[src/rtl/traffic_grid_pkg.sv]
// traffic_grid_pkg: FSM encoding, LFSR constants and the clog2 helper shared by traffic_grid and traffic_lane
package traffic_grid_pkg;
    typedef enum logic [1:0] {S_IDLE, S_LOAD, S_RUN, S_DONE} state_t;
    localparam logic [7:0] LFSR_TAPS = 8'hB8;
    localparam logic [7:0] SEED_ZERO = 8'hA5;
    function automatic int clog2(input int v);
        int r;
        r = 0;
        while ((1 << r) < v) r++;
        return r;
    endfunction
endpackage

[src/rtl/traffic_lane.sv]
// traffic_lane: one lane of cells with rule lookup, Galois LFSR stall, serial-load write port and exit detection
//   i_step: advance one generation      i_seed_ld/i_seed: load LFSR (seed^LANE, zero -> A5)
//   i_rule/i_open: rule table, open boundary     i_stall: stall threshold
//   i_wr_en/i_wr_idx/i_wr_bit: global-index load write     o_cells: row, o_nxt: row after this edge
//   o_exit: car left cell W-1 in this step
module traffic_lane
    import traffic_grid_pkg::*;
#(
    parameter int W    = 30,
    parameter int IW   = 8,
    parameter int LANE = 0
) (
    input  logic          clk,
    input  logic          rst,
    input  logic          i_step,
    input  logic          i_seed_ld,
    input  logic [7:0]    i_seed,
    input  logic [7:0]    i_rule,
    input  logic          i_open,
    input  logic [7:0]    i_stall,
    input  logic          i_wr_en,
    input  logic [IW-1:0] i_wr_idx,
    input  logic          i_wr_bit,
    output logic [W-1:0]  o_cells,
    output logic [W-1:0]  o_nxt,
    output logic          o_exit
);
    logic [W-1:0] r_cells, w_gen;
    logic [7:0]   r_lfsr, w_seed;
    logic         w_move;

    assign w_seed  = i_seed ^ 8'(LANE);
    // LFSR never holds zero, so threshold 0 can never stall
    assign w_move  = i_step && !(r_lfsr <= i_stall);
    assign o_cells = r_cells;
    assign o_exit  = w_move && r_cells[W-1] && !w_gen[W-1];

    for (genvar x = 0; x < W; x++) begin : g_cell
        logic w_l, w_r;
        assign w_l      = (i_open && x == 0) ? 1'b0 : r_cells[(x + W - 1) % W];
        assign w_r      = (i_open && x == W - 1) ? 1'b0 : r_cells[(x + 1) % W];
        assign w_gen[x] = i_rule[{w_l, r_cells[x], w_r}];
        assign o_nxt[x] = (i_wr_en && i_wr_idx == IW'(LANE * W + x)) ? i_wr_bit :
                          w_move ? w_gen[x] : r_cells[x];
    end

    always_ff @(posedge clk or negedge rst) begin
        if (!rst) begin
            r_cells <= '0;
            r_lfsr  <= SEED_ZERO;
        end else begin
            r_cells <= o_nxt;
            r_lfsr  <= i_seed_ld ? (w_seed == 8'h00 ? SEED_ZERO : w_seed) :
                       i_step ? ({1'b0, r_lfsr[7:1]} ^ (r_lfsr[0] ? LFSR_TAPS : 8'h00)) : r_lfsr;
        end
    end
endmodule

[src/rtl/traffic_grid.sv]
// traffic_grid: GRID_HEIGHT independent cellular-automaton traffic lanes with serial load and stepped runs
//   init/cell_init_status_in: serial load, lane 0 cell 0 first     start/number_of_steps: begin a run
//   rule_in, boundary_mode, stall_chance_in, cell_lfsr_seed_in: run configuration
//   grid_state, occupancy, flow_total: results     busy, step_valid, done: status
module traffic_grid
    import traffic_grid_pkg::*;
#(
    parameter int GRID_WIDTH  = 30,
    parameter int GRID_HEIGHT = 3,
    parameter int STEP_W      = 32
) (
    input  logic                                          clk,
    input  logic                                          rst,
    input  logic                                          init,
    input  logic                                          cell_init_status_in,
    input  logic                                          start,
    input  logic [STEP_W-1:0]                             number_of_steps,
    input  logic [7:0]                                    rule_in,
    input  logic                                          boundary_mode,
    input  logic [7:0]                                    stall_chance_in,
    input  logic [7:0]                                    cell_lfsr_seed_in,
    output logic [GRID_WIDTH*GRID_HEIGHT-1:0]             grid_state,
    output logic                                          busy,
    output logic                                          step_valid,
    output logic [clog2(GRID_WIDTH*GRID_HEIGHT+1)-1:0]    occupancy,
    output logic [STEP_W-1:0]                             flow_total,
    output logic                                          done
);
    localparam int N  = GRID_WIDTH * GRID_HEIGHT;
    localparam int OW = clog2(N + 1);

    state_t              r_state, w_state_nxt;
    logic [OW-1:0]       r_ld_cnt, w_pop, w_wr_idx;
    logic [STEP_W-1:0]   r_steps, r_cnt, r_flow;
    logic [STEP_W:0]     w_sum;
    logic [N-1:0]        w_nxt;
    logic [GRID_HEIGHT-1:0] w_exit;
    logic                r_open, r_sv, w_step, w_start, w_wr;

    assign w_step     = r_state == S_RUN && !init;
    assign w_start    = start && !init && (r_state == S_IDLE || r_state == S_DONE);
    // the first init cycle writes cell 0, so the counter restarts on LOAD entry
    assign w_wr_idx   = r_state == S_LOAD ? r_ld_cnt : '0;
    assign w_wr       = init && (r_state != S_LOAD || r_ld_cnt < OW'(N));
    assign busy       = r_state == S_LOAD || r_state == S_RUN;
    assign done       = r_state == S_DONE;
    assign step_valid = r_sv;
    assign flow_total = r_flow;

    for (genvar l = 0; l < GRID_HEIGHT; l++) begin : g_lane
        traffic_lane #(.W(GRID_WIDTH), .IW(OW), .LANE(l)) u_lane (
            .clk       (clk),
            .rst       (rst),
            .i_step    (w_step),
            .i_seed_ld (w_start),
            .i_seed    (cell_lfsr_seed_in),
            .i_rule    (rule_in),
            .i_open    (r_open),
            .i_stall   (stall_chance_in),
            .i_wr_en   (w_wr),
            .i_wr_idx  (w_wr_idx),
            .i_wr_bit  (cell_init_status_in),
            .o_cells   (grid_state[l*GRID_WIDTH +: GRID_WIDTH]),
            .o_nxt     (w_nxt[l*GRID_WIDTH +: GRID_WIDTH]),
            .o_exit    (w_exit[l])
        );
    end

    always_comb begin
        w_pop = '0;
        for (int i = 0; i < N; i++) w_pop = w_pop + OW'(w_nxt[i]);
        w_sum = {1'b0, r_flow};
        for (int i = 0; i < GRID_HEIGHT; i++) w_sum = w_sum + (STEP_W + 1)'(w_exit[i]);
    end

    always_comb begin
        w_state_nxt = r_state;
        if (init)
            w_state_nxt = S_LOAD;
        else if (r_state == S_LOAD)
            w_state_nxt = S_IDLE;
        else if (w_start)
            w_state_nxt = number_of_steps == '0 ? S_DONE : S_RUN;
        else if (w_step && r_cnt + STEP_W'(1) == r_steps)
            w_state_nxt = S_DONE;
    end

    always_ff @(posedge clk or negedge rst) begin
        if (!rst) begin
            r_state  <= S_IDLE;
            r_ld_cnt <= '0;
            r_steps  <= '0;
            r_cnt    <= '0;
            r_flow   <= '0;
            r_open   <= 1'b0;
            r_sv     <= 1'b0;
            occupancy <= '0;
        end else begin
            r_state   <= w_state_nxt;
            r_sv      <= w_step;
            occupancy <= w_pop;
            if (init)
                r_ld_cnt <= r_state != S_LOAD ? OW'(1) : (w_wr ? r_ld_cnt + OW'(1) : r_ld_cnt);
            if (w_start) begin
                r_steps <= number_of_steps;
                r_cnt   <= '0;
                r_flow  <= '0;
                r_open  <= boundary_mode;
            end else if (w_step) begin
                r_cnt  <= r_cnt + STEP_W'(1);
                r_flow <= w_sum[STEP_W] ? '1 : w_sum[STEP_W-1:0];
            end
        end
    end
endmodule

[config.mk]
export PLATFORM = sky130hd
export DESIGN_NAME = traffic_grid
export DESIGN_NICKNAME = d
export VERILOG_FILES = /design/src/rtl/traffic_grid_pkg.sv /design/src/rtl/traffic_lane.sv /design/src/rtl/traffic_grid.sv
export SDC_FILE = /design/constraint.sdc
export NUM_CORES = 1
export LEC_CHECK = 0
export CORE_MARGIN = 5
export CORE_UTILIZATION = 47
export DETAILED_ROUTE_END_ITERATION = 7
export HOLD_SLACK_MARGIN = 0.03
export MAX_ROUTING_LAYER = met4
export PLACE_DENSITY = 0.64
export SLEW_MARGIN = 20
export SYNTH_ARGS = -nofsm -noshare
export SYNTH_HDL_FRONTEND = slang
export SYNTH_SLANG_ARGS = --single-unit
[constraint.sdc]
create_clock -name clk -period 9.6 [get_ports clk]
set_input_delay 1.92 -clock clk [delete_from_list [all_inputs] [get_ports clk]]
set_output_delay 1.92 -clock clk [all_outputs]
set_load 0.01 [all_outputs]
==> results.tsv <==
metric	value	unit
actual slew at the worst max-slew pin	1.10	ns
clk_lat worst skew	0.60	ns
Final HPWL DP	48100	µm
Reg2Reg Capture Point	occupancy[6]$_DFF_PN0_	
clock slew at reported path FFs	0.06	ns
Pre-antenna DRT Iters	5	
vias per cell	6.38	
Antenna Nets Post-Route	0	
slowest stage delay, CP	0.61	ns
floorplan row count	76	
antenna violations before repair	3	
CP endpoint	occupancy[6]$_DFF_PN0_	
RSZ-0062 raised after global routing	true	
Syn Area/Cell	9.73	µm²
WL final	70700	µm
Buf/Inv on CP	8	
Max Root-Sink Buffers	3	
vias in the first global route	18500	
vias after detailed routing	18800	
Yosys cell types	75	
post-synthesis register bit count	228	
drt initial violations	1964	
worst setup path category	primary input to flop	
Clock Skew	0.0157	ns
die area	0.0481	mm²
endpoints failing hold	0	
max-cap violation count	0	
Hold/Removal Path Class	flop to flop	
Crit path required time	10.12	ns
critical path's most frequent cell	fa_1	
CTS tree	built	
DR DRC count	0	
crit start category	primary input	
first-pass GRT wire length	109000	µm
gr usage total	29.6	%
sequential share of the synthesized area	27.8	%
Initial Utilization	47.6	%
Die X-Extent	219	µm
core area	0.0433	mm²
fillcell total	3562	
hold slack	0.500	ns
instance count on the critical path	34	
# IOs	194	
crit path from	stall_chance_in[1]	
critical path endpoint category	flop	
Final Setup Violations	0	
Slew Viols, Final	0	
worst path arrival time	9.95	ns
clk sinks	228	
launch point of the worst reg-to-reg path	r_state[1]$_DFFE_PN0P_	
syn_nets	2311	
clk root buf	clkbuf_16	
DR WL/cell	24.0	µm
post-synthesis cell count	2119	
outcome	finished clean	
largest net degree at the start of global routing	101	
Post-synth EDFFs	0	
R2R Setup Slk	1.10	ns
share of cells above drive strength 1	27.8	%
Max Fclk	106	MHz
cell family with most CP delay	adder cells	
area grow syn2layout	26.1	%
IO Port Bufs	193	
ys flop type	dfrtp_1	
critical path's slowest cell	fa_2	
RD Place Congestion	0.935	
reg2reg path depth	28	
headroom to the max-slew limit	25.9	%
Final min period	9.43	ns
Inserted Clock Buffers	30	
die height	219	µm
Post-synth ARST share	100	%
warnings from Yosys	0	
GRT overflow	0	
CP max FO	6	
H-tree levels	1	
synthesized area	0.0206	mm²
period utilization	98.2	%
Nets	2531	
==> worst reg2reg max path, delay by kind of cell (launching register included) <==
kind,cells,cell delay (ns)
AND/OR/NAND/NOR,4,0.99
flip-flops,1,0.40
buffers and inverters,6,0.62
adder cells (fa/ha/maj),12,5.56
AO/OA/AOI/OAI,5,0.72
XOR/XNOR,1,0.14
==> synth_stat cells (all sizes together), types with 27 or more instances <==
cell type	count	share of area, %
a21oi	80	1.9
nand2	328	6.0
buf	28	0.63
inv	103	1.9
xnor2	44	1.9
nor2	129	2.3
mux2	46	2.5
mux4	180	20
ha	50	3.0
o21ai	217	5.3
a221oi	35	1.5
dfrtp	216	26
a31o	35	1.5
clkbuf	188	3.4
nand3	27	0.73
mux2i	50	2.4
fa	80	7.8
==> logic make-up after synthesis <==
kind of cell	Yosys count	synth area share, %
buffers and inverters	320	5.96
and+or+nand+nor	632	14.0
DFF	228	27.8
adders and majority gates	130	10.8
xor gates and xnor gates	62	2.63
muxes	276	24.6
AOI/OAI and AO/OA	471	14.2
==> state kept, by name (all words and copies together) (netlist names) <==
register,flops
occupancy,7
g_lane.u_lane.r_lfsr,24
r_open,1
r_cnt,32
step_valid,1
flow_total,32
g_lane.u_lane.o_cells,90
r_ld_cnt,7
r_state,2
r_steps,32
==> cells in the final DEF, fill, tap and decap left out, drive strengths merged, types with 12 or more instances in the layout <==
master         count
nand2            328
buf              219
o21ai            217
dfrtp            216
mux4             180
clkdlybuf4s50    175
nor2             129
inv              103
fa                80
a21oi             80
clkbuf            52
mux2i             50
ha                50
mux2              46
xnor2             44
a31o              35
a221oi            35
nand3             27
nor4              24
o31ai             23
nand4             23
a31oi             19
xor2              18
and3              18
nor3              17
a22o              15
nand2b            13
dfstp             12
==> how the worst min path moves through the flow <==
| stage | start | to | depth (start not counted) |
|---|---|---|---|
| 2_1_floorplan | r_steps[10]$_DFFE_PN0P_ | r_steps[10]$_DFFE_PN0P_ | 2 |
| 3_3_place_gp | r_steps[16]$_DFFE_PN0P_ | r_steps[16]$_DFFE_PN0P_ | 2 |
| 3_5_place_dp | r_steps[17]$_DFFE_PN0P_ | r_steps[17]$_DFFE_PN0P_ | 2 |
| 4_1_cts | g_lane[1].u_lane.r_lfsr[7]$_DFFE_PN1P_ | g_lane[1].u_lane.r_lfsr[7]$_DFFE_PN1P_ | 2 |
| 5_1_grt | r_steps[9]$_DFFE_PN0P_ | r_steps[9]$_DFFE_PN0P_ | 2 |
| 6_report | r_steps[9]$_DFFE_PN0P_ | r_steps[9]$_DFFE_PN0P_ | 2 |
==> metrics by stage <==
stage	TNS (ns)	area (µm²)	cells	setup slack, ns	util (%)
finish	0	26000	2950	0.170	60.1
global route	-0.107	26000	2950	-0.0839	60.1
CTS	-0.0486	25500	2935	-0.0399	59.0
detailed placement	-4.44	24100	2862	-0.937	55.7
global placement	-4.04	24100	2862	-0.876	55.7
floorplan	0	20600	2119	0.0356	-
==> final cells by class <==
type | count | area (µm²) | share of cell area (%)
clock inverters | 7 | 118 | 0.453
diodes | 3 | 7.51 | 0.0289
repair buffers | 404 | 3900 | 15.0
clock buffers | 48 | 958 | 3.69
flip-flops and latches | 228 | 5720 | 22.0
multi-input cells | 1571 | 14200 | 54.5
inverters | 104 | 393 | 1.51
well taps | 585 | 732 | 2.82
==> routing by layer <==
metal / routed length [µm] / share of wire [%] / GRT usage [%]
met1: 27400 / 39 / 39.3
met2: 32500 / 46 / 44.2
met3: 7430 / 11 / 7.02
met4: 3420 / 4.8 / 11.6
met5: 0 / 0 / -
==> repair_timing <==
action | in CTS | in global routing
buffers inserted | 15 | 11
resized for setup | 48 | 109
endpoints found under the setup margin | 5 | 6
pin swaps | 31 | 49
hold buffers | 0 | 0
cloned | 3 | 2
endpoints found under the hold margin | 0 | 0
Power is left out: the tool's default activity adds up to more than one toggle a clock period on the data nets, which glitch-free logic cannot reach.
